==> config.mk <==
export PLATFORM = sky130hd
export DESIGN_NAME = motor_monitor_flat
export DESIGN_NICKNAME = d
export VERILOG_FILES = /design/src/rtl/motor_monitor_if.sv /design/src/rtl/motor_monitor.sv /design/src/flat_wrapper.sv
export SDC_FILE = /design/constraint.sdc
export NUM_CORES = 1
export LEC_CHECK = 0
export CORE_MARGIN = 2
export CORE_UTILIZATION = 57
export CTS_CLUSTER_DIAMETER = 150
export CTS_CLUSTER_SIZE = 20
export DETAILED_ROUTE_END_ITERATION = 7
export GPL_TIMING_DRIVEN = 0
export PLACE_DENSITY_LB_ADDON = 0.08
export SLEW_MARGIN = 0
export SYNTH_ARGS = -nofsm -noshare
export SYNTH_HDL_FRONTEND = slang
export SYNTH_SLANG_ARGS = --single-unit
==> constraint.sdc <==
create_clock -name clk -period 6.1 [get_ports clk]
set_clock_uncertainty 0.15 [all_clocks]
set_input_delay 1.22 -clock clk [delete_from_list [all_inputs] [get_ports clk]]
set_output_delay 1.22 -clock clk [all_outputs]
set_load 0.02 [all_outputs]
==> src/rtl/motor_monitor_if.sv <==
// rtl/motor_monitor_if.sv - engine state link between the stroke generator and motor_monitor
// master drives cylinder codes and clear; slave (the monitor) returns status and measurements.
interface motor_monitor_if;
    logic        sample_en;
    logic [3:0]  cil1;
    logic [3:0]  cil2;
    logic        clr_err;
    logic        locked;
    logic        ign_pulse;
    logic [15:0] ign_count;
    logic [15:0] period_cycles;
    logic        period_valid;
    logic [12:0] rpm_est;
    logic        seq_err1;
    logic        seq_err2;
    logic        phase_err;
    logic [7:0]  err_count;

    modport master (
        output sample_en, cil1, cil2, clr_err,
        input  locked, ign_pulse, ign_count, period_cycles, period_valid,
               rpm_est, seq_err1, seq_err2, phase_err, err_count
    );

    modport slave (
        input  sample_en, cil1, cil2, clr_err,
        output locked, ign_pulse, ign_count, period_cycles, period_valid,
               rpm_est, seq_err1, seq_err2, phase_err, err_count
    );
endinterface

==> src/rtl/motor_monitor.sv <==
// rtl/motor_monitor.sv - two-cylinder 4-stroke sequence checker, ignition counter and RPM estimator
// Locks onto a legal stroke stream, flags sticky errors while tracking, measures period and windowed RPM.
module motor_monitor #(
    parameter int LOCK_COUNT    = 4,
    parameter int WINDOW_CYCLES = 1000,
    parameter int RPM_PER_IGN   = 6
) (
    input  logic            clk,
    input  logic            reset,
    motor_monitor_if.slave  bus
);
    localparam int GW = $clog2(LOCK_COUNT + 1);
    localparam int WW = (WINDOW_CYCLES > 1) ? $clog2(WINDOW_CYCLES) : 1;

    typedef enum logic [1:0] {SEARCH, TRACK, FAULT} state_e;

    state_e       state_q;
    logic [3:0]   prev1_q, prev2_q;
    logic         prev_valid_q;
    logic [GW-1:0] good_cnt_q;
    logic         have_ign_q;
    logic [15:0]  per_cnt_q, per_cnt_d;
    logic [WW-1:0] win_cnt_q;
    logic [15:0]  win_ign_q, win_ign_d;

    logic         locked_q, ign_pulse_q, period_valid_q;
    logic [15:0]  ign_count_q, ign_count_d, period_q;
    logic [12:0]  rpm_q, rpm_d;
    logic         seq_err1_q, seq_err1_d, seq_err2_q, seq_err2_d, phase_err_q, phase_err_d;
    logic [7:0]   err_count_q, err_count_d;

    logic         legal1, legal2, phase_ok, good, track_sample, trk_err;
    logic         ign1, ign2, ign_any, win_term;
    logic [1:0]   ign_n;
    logic [16:0]  ign_sum, win_sum;
    logic [31:0]  rpm_prod;
    logic [7:0]   err_base;

    // Legal successor is a rotate right; a repeated or non-one-hot code can never match it.
    always_comb begin
        legal1       = prev_valid_q && $onehot(bus.cil1) && (bus.cil1 == {prev1_q[0], prev1_q[3:1]});
        legal2       = prev_valid_q && $onehot(bus.cil2) && (bus.cil2 == {prev2_q[0], prev2_q[3:1]});
        phase_ok     = (bus.cil2 == {bus.cil1[1:0], bus.cil1[3:2]});
        good         = legal1 && legal2 && phase_ok;
        track_sample = bus.sample_en && (state_q == TRACK);
        trk_err      = track_sample && !good;
        ign1         = track_sample && good && (prev1_q == 4'b0100) && (bus.cil1 == 4'b0010);
        ign2         = track_sample && good && (prev2_q == 4'b0100) && (bus.cil2 == 4'b0010);
        ign_any      = ign1 || ign2;
        ign_n        = {1'b0, ign1} + {1'b0, ign2};
    end

    always_comb begin
        ign_sum     = {1'b0, ign_count_q} + 17'(ign_n);
        ign_count_d = ign_sum[16] ? 16'hFFFF : ign_sum[15:0];

        if (ign_any)
            per_cnt_d = 16'd1;
        else if (per_cnt_q == 16'hFFFF)
            per_cnt_d = per_cnt_q;
        else
            per_cnt_d = per_cnt_q + 16'd1;

        // An ignition landing on the terminal cycle seeds the next window.
        win_term  = (win_cnt_q == WW'(WINDOW_CYCLES - 1));
        win_sum   = {1'b0, win_ign_q} + 17'(ign_n);
        if (win_term)
            win_ign_d = 16'(ign_n);
        else
            win_ign_d = win_sum[16] ? 16'hFFFF : win_sum[15:0];

        rpm_prod = 32'(win_ign_q) * 32'(RPM_PER_IGN);
        rpm_d    = (rpm_prod > 32'd8191) ? 13'h1FFF : rpm_prod[12:0];

        // A new error in the same cycle as clr_err survives the clear.
        err_base    = bus.clr_err ? 8'd0 : err_count_q;
        err_count_d = err_base;
        if (trk_err && err_base != 8'hFF)
            err_count_d = err_base + 8'd1;
        seq_err1_d  = (!bus.clr_err && seq_err1_q)  || (trk_err && !legal1);
        seq_err2_d  = (!bus.clr_err && seq_err2_q)  || (trk_err && !legal2);
        phase_err_d = (!bus.clr_err && phase_err_q) || (trk_err && !phase_ok);
    end

    always_ff @(posedge clk) begin
        if (reset) begin
            state_q        <= SEARCH;
            prev1_q        <= 4'd0;
            prev2_q        <= 4'd0;
            prev_valid_q   <= 1'b0;
            good_cnt_q     <= '0;
            have_ign_q     <= 1'b0;
            per_cnt_q      <= 16'd0;
            win_cnt_q      <= '0;
            win_ign_q      <= 16'd0;
            locked_q       <= 1'b0;
            ign_pulse_q    <= 1'b0;
            period_valid_q <= 1'b0;
            ign_count_q    <= 16'd0;
            period_q       <= 16'd0;
            rpm_q          <= 13'd0;
            seq_err1_q     <= 1'b0;
            seq_err2_q     <= 1'b0;
            phase_err_q    <= 1'b0;
            err_count_q    <= 8'd0;
        end else begin
            ign_pulse_q    <= ign_any;
            ign_count_q    <= ign_count_d;
            per_cnt_q      <= per_cnt_d;
            win_ign_q      <= win_ign_d;
            win_cnt_q      <= win_term ? '0 : win_cnt_q + 1'b1;
            seq_err1_q     <= seq_err1_d;
            seq_err2_q     <= seq_err2_d;
            phase_err_q    <= phase_err_d;
            err_count_q    <= err_count_d;
            period_valid_q <= 1'b0;
            if (win_term)
                rpm_q <= rpm_d;

            if (ign_any) begin
                if (have_ign_q) begin
                    period_q       <= per_cnt_q;
                    period_valid_q <= 1'b1;
                end
                have_ign_q <= 1'b1;
            end
            if (state_q != TRACK)
                have_ign_q <= 1'b0;

            case (state_q)
                SEARCH: begin
                    if (bus.sample_en) begin
                        prev1_q      <= bus.cil1;
                        prev2_q      <= bus.cil2;
                        prev_valid_q <= 1'b1;
                        if (prev_valid_q && good) begin
                            if (good_cnt_q == GW'(LOCK_COUNT - 1)) begin
                                state_q    <= TRACK;
                                locked_q   <= 1'b1;
                                good_cnt_q <= '0;
                            end else begin
                                good_cnt_q <= good_cnt_q + 1'b1;
                            end
                        end else begin
                            good_cnt_q <= '0;
                        end
                    end
                end
                TRACK: begin
                    if (bus.sample_en) begin
                        if (good) begin
                            prev1_q <= bus.cil1;
                            prev2_q <= bus.cil2;
                        end else begin
                            state_q      <= FAULT;
                            locked_q     <= 1'b0;
                            prev_valid_q <= 1'b0;
                        end
                    end
                end
                FAULT: begin
                    state_q      <= SEARCH;
                    prev_valid_q <= 1'b0;
                    good_cnt_q   <= '0;
                end
                default: begin
                    state_q      <= SEARCH;
                    locked_q     <= 1'b0;
                    prev_valid_q <= 1'b0;
                end
            endcase
        end
    end

    assign bus.locked        = locked_q;
    assign bus.ign_pulse     = ign_pulse_q;
    assign bus.ign_count     = ign_count_q;
    assign bus.period_cycles = period_q;
    assign bus.period_valid  = period_valid_q;
    assign bus.rpm_est       = rpm_q;
    assign bus.seq_err1      = seq_err1_q;
    assign bus.seq_err2      = seq_err2_q;
    assign bus.phase_err     = phase_err_q;
    assign bus.err_count     = err_count_q;
endmodule

==> src/flat_wrapper.sv <==
// flat-port wrapper written by rule: the top's interface ports become plain ports
module motor_monitor_flat 
#(
    parameter int LOCK_COUNT    = 4,
    parameter int WINDOW_CYCLES = 1000,
    parameter int RPM_PER_IGN   = 6
)
  (clk, reset, bus_sample_en, bus_cil1, bus_cil2, bus_clr_err, bus_locked, bus_ign_pulse, bus_ign_count, bus_period_cycles, bus_period_valid, bus_rpm_est, bus_seq_err1, bus_seq_err2, bus_phase_err, bus_err_count);
  motor_monitor_if bus_i ();
  input  logic clk;
  input  logic reset;
  input wire logic [$bits(bus_i.sample_en)-1:0] bus_sample_en;
  input wire logic [$bits(bus_i.cil1)-1:0] bus_cil1;
  input wire logic [$bits(bus_i.cil2)-1:0] bus_cil2;
  input wire logic [$bits(bus_i.clr_err)-1:0] bus_clr_err;
  output wire logic [$bits(bus_i.locked)-1:0] bus_locked;
  output wire logic [$bits(bus_i.ign_pulse)-1:0] bus_ign_pulse;
  output wire logic [$bits(bus_i.ign_count)-1:0] bus_ign_count;
  output wire logic [$bits(bus_i.period_cycles)-1:0] bus_period_cycles;
  output wire logic [$bits(bus_i.period_valid)-1:0] bus_period_valid;
  output wire logic [$bits(bus_i.rpm_est)-1:0] bus_rpm_est;
  output wire logic [$bits(bus_i.seq_err1)-1:0] bus_seq_err1;
  output wire logic [$bits(bus_i.seq_err2)-1:0] bus_seq_err2;
  output wire logic [$bits(bus_i.phase_err)-1:0] bus_phase_err;
  output wire logic [$bits(bus_i.err_count)-1:0] bus_err_count;
  assign bus_i.sample_en = bus_sample_en;
  assign bus_i.cil1 = bus_cil1;
  assign bus_i.cil2 = bus_cil2;
  assign bus_i.clr_err = bus_clr_err;
  assign bus_locked = bus_i.locked;
  assign bus_ign_pulse = bus_i.ign_pulse;
  assign bus_ign_count = bus_i.ign_count;
  assign bus_period_cycles = bus_i.period_cycles;
  assign bus_period_valid = bus_i.period_valid;
  assign bus_rpm_est = bus_i.rpm_est;
  assign bus_seq_err1 = bus_i.seq_err1;
  assign bus_seq_err2 = bus_i.seq_err2;
  assign bus_phase_err = bus_i.phase_err;
  assign bus_err_count = bus_i.err_count;
  motor_monitor #(.LOCK_COUNT(LOCK_COUNT), .WINDOW_CYCLES(WINDOW_CYCLES), .RPM_PER_IGN(RPM_PER_IGN)) u_core (.clk(clk), .reset(reset), .bus(bus_i));
endmodule
==> results.toml <==
[synth]
synth-simple-area-share_pct = 21.31
ys_async_sr_fraction_pct = 0
synth_area_leaders = "dfxtp_1 (38%), ha_1 (7.5%), xor2_1 (6.0%)"
syn_area_mm2 = 0.006148
synth.area.mux_share_pct = 0.8547
avgSynthCellArea_um2 = 8.599
synth_xor_area_share_pct = 9.259
synth_cells = 715
ys_warn_count = 0
synth_compound_area_share_pct = 17.75
synth_area_leader_cell = "dfxtp_1"
syn_nets = 769
ys.flop_type = "dfxtp_1"
synth_adder_area_share_pct = 9.158
synth_edf_count = 0
synth_top_family_by_area = "simple AND/OR/NAND/NOR gates"
yosysSeqAreaShare_pct = 37.77
synth-seq-cells = 116
ys_types = 61
yosysTopAreaCellShare_pct = 37.77

[placement]
io_buffers = 70
pre_cts_ws_ns = -0.8083
gp_routability_congestion = 0.8874
dp.final_hpwl_um = 10670

[clocking]
clk_latency_ns = 0.53
htree_levels = 4
clockRootBuffer = "clkbuf_8"
clk_transition_reported_paths_ns = 0.06
cts_buffer_depth = 2
clock-sinks = 116
cts_made_buffers = 17
hold_buffers = 0
cts_tree = "built"

[timing]
timing.slew.headroom_pct = 42.08
setup_viol = 0
tightest_slew_ns = 0.8469
fin_crit_sh_pct = 96.28
fin_hold_ws_ns = 0.2941
period_needed_ns = 5.873
fin_ws_ns = 0.2272
slew_viol_final = 0
hold_violations = 0
clock.fmax_ghz = 0.1703

[global_routing]
grt_pass1_vias = 5305
grt_pass1_wl_um = 25090
grt-ovfl-total = 0
track_usage_pct = 27.19
grt_max_degree = 17
antenna_found_initial = 0

[setup_path]
start_kind = "primary input"
crit_start = "bus_cil1[2]"
worstRegToRegCells = 16
cp.arrival_ns = 6.17
worstSetupPathType = "primary input to flop"
cp.required_ns = 6.39
end_kind = "flop"
reg2reg_from = "u_core.prev2_q[0]$_SDFFE_PP0P_"
cp_max_fo = 10

[pwr]
fin_total_pwr_uw = 1761
irDropWorstVdd_mv = 0.1910
p_leak_uw = 0.002954
power_density_mw_per_mm2 = 229.8

[detailed_routing]
drc = 0
wire_per_inst_um = 15.69
route.vias.total = 5571
ant_nets = 0
first_iter_violations = 275
viasPerCell = 5.815
routed_wl_um = 15030
dr.pass1.iters = 7

[die]
pin_count = 71
die_h_um = 107.9
die_width_um = 107.9
num_rows = 37
dieArea_mm2 = 0.01163
initial_core_util_pct = 59.03
coreArea_mm2 = 0.01042

[final_layout]
drive_above_1_share_pct = 6.569
antenna_cells = 0
area_growth_syn_to_layout_pct = 24.64
nets = 863

[hold_path]
hold_start = "u_core.win_cnt_q[0]$_SDFF_PP0_"
hold_path.class = "flop to flop"
holdPathStages = 1

[outcome]
status = "finished, final reports clean"

[flow_run]
max_cap_viol_count = 0
## stage by stage
| step | cells | setup TNS (ns) | util [%] | cell area, um2 |
|---|---|---|---|---|
| finish | 958 | 0 | 73.57 | 7664 |
| global route | 958 | -0.3001 | 73.57 | 7664 |
| CTS | 953 | 0 | 72.92 | 7596 |
| detailed placement | 921 | -21.44 | 67.39 | 7019 |
| global placement | 921 | -19.20 | 67.39 | 7019 |
| floorplan | 715 | 0 | - | 6148 |
## placed cells by master, fill, tap and decap left out, types with 6 or more instances in the layout
master,n
a211oi_1,8
a21oi_1,71
a31oi_1,14
and2_1,6
and3_1,12
clkbuf_1,24
clkbuf_16,16
clkdlybuf4s50_1,65
dfxtp_1,116
ha_1,37
inv_1,33
nand2_1,59
nand2b_1,7
nand3_1,35
nand4_1,16
nor2_1,51
nor2b_1,10
nor3_1,17
o21ai_0,9
o21ai_1,16
o21bai_1,16
xnor2_1,23
xor2_1,42
## path summary, 6_finish.rpt
check | slack, ns | to
worst max-delay path | 0.23 | u_core.bus.ign_count[3]$_SDFF_PP0_
worst min-delay path | 0.29 | u_core.win_cnt_q[0]$_SDFF_PP0_
worst max register to register | 1.90 | u_core.bus.ign_count[3]$_SDFF_PP0_
worst min register to register | 0.29 | u_core.win_cnt_q[0]$_SDFF_PP0_
## cells by family after synthesis
| kind of cell | count (synthesis) |
|---|---|
| muxes | 5 |
| buffers and inverters | 62 |
| xor gates and xnor gates | 65 |
| AOI/OAI and AO/OA | 174 |
| DFF | 116 |
| and+or+nand+nor | 251 |
| adders and majority gates | 42 |
## layer usage
layer / global-route usage (%) / wire, um / share of wire [%] / vias up
li1: - / - / - / 2747
met1: 33.74 / 6531 / 43 / 2657
met2: 45.96 / 7567 / 50 / 142
met3: 5.872 / 671 / 4.5 / 25
met4: 10.62 / 264 / 1.8 / 0
met5: 0 / 0 / 0 / -
## Yosys cell counts, types with 2 or more instances
| master | count |
|---|---|
| a2111oi_0 | 2 |
| o21bai_1 | 16 |
| fa_1 | 5 |
| nor3_1 | 21 |
| o211ai_1 | 3 |
| o31a_1 | 2 |
| o311ai_1 | 5 |
| nor3b_1 | 4 |
| o21ai_1 | 16 |
| mux2i_1 | 3 |
| nand4_1 | 16 |
| xnor2_1 | 23 |
| inv_2 | 2 |
| clkbuf_1 | 25 |
| ha_1 | 37 |
| a211oi_1 | 8 |
| nor4_1 | 2 |
| o21ai_0 | 9 |
| nor2b_1 | 10 |
| o21a_1 | 3 |
| and3_1 | 12 |
| dfxtp_1 | 116 |
| inv_1 | 33 |
| a21o_1 | 4 |
| o41ai_1 | 2 |
| xor2_1 | 42 |
| nor4b_1 | 2 |
| mux2_2 | 2 |
| nor2_1 | 51 |
| nand2_1 | 59 |
| a31oi_1 | 14 |
| a21oi_1 | 71 |
| a22oi_1 | 5 |
| nand3b_1 | 2 |
| or3_1 | 3 |
| and4_1 | 5 |
| nand2b_1 | 7 |
| nand3_1 | 36 |
| or4_1 | 5 |
| and2_1 | 6 |
| a21boi_1 | 3 |
| o31ai_1 | 4 |
## sequential cells by signal, summed over array words and instances (netlist names), 4 cells and up
register	flops
u_core.prev1_q	4
u_core.bus.period_cycles	16
u_core.win_cnt_q	10
u_core.bus.rpm_est	13
u_core.per_cnt_q	16
u_core.prev2_q	4
u_core.bus.ign_count	16
u_core.win_ign_q	16
u_core.bus.err_count	8
## power by group
group	total [uW]	switching, uW	leakage [uW]	internal (uW)
Sequential	771	6.26	0.000937	765
Clock	917	358	0.000263	560
Combinational	73.2	44.1	0.00175	29.1
## worst max-delay path, stage by stage
cell,delay (ns)
clkdlybuf4s50_1,0.57
inv_1,0.07
ha_1,0.29
ha_1,0.20
fa_1,0.48
nor3_2,0.25
nand3_2,0.21
nor3_4,0.20
and2_1,0.22
and4_1,0.25
ha_1,0.20
ha_1,0.18
inv_1,0.06
fa_1,0.38
nand3b_1,0.27
nor3_4,0.27
and4_1,0.29
nand2_1,0.14
buf_2,0.22
a21oi_1,0.18
## timing repair
item | 4_1_cts | 5_1_grt
resized for setup | 6 | 11
endpoints found under the setup margin | 24 | 31
pin swaps | 0 | 3
buffers inserted | 0 | 5
endpoints found under the hold margin | 0 | 0
## cell type report
cell class | instances | area [um2]
Inverter | 35 | 131.4
Buffer | 27 | 113.9
Clock inverter | 12 | 106.4
Clock buffer | 20 | 445.4
Tap cell | 136 | 170.2
Fill cell | 803 | 2753
Sequential cell | 116 | 2322
Timing Repair Buffer | 75 | 750.7
Multi-Input combinational cell | 537 | 3623
Power figures use the tool's default switching activity.
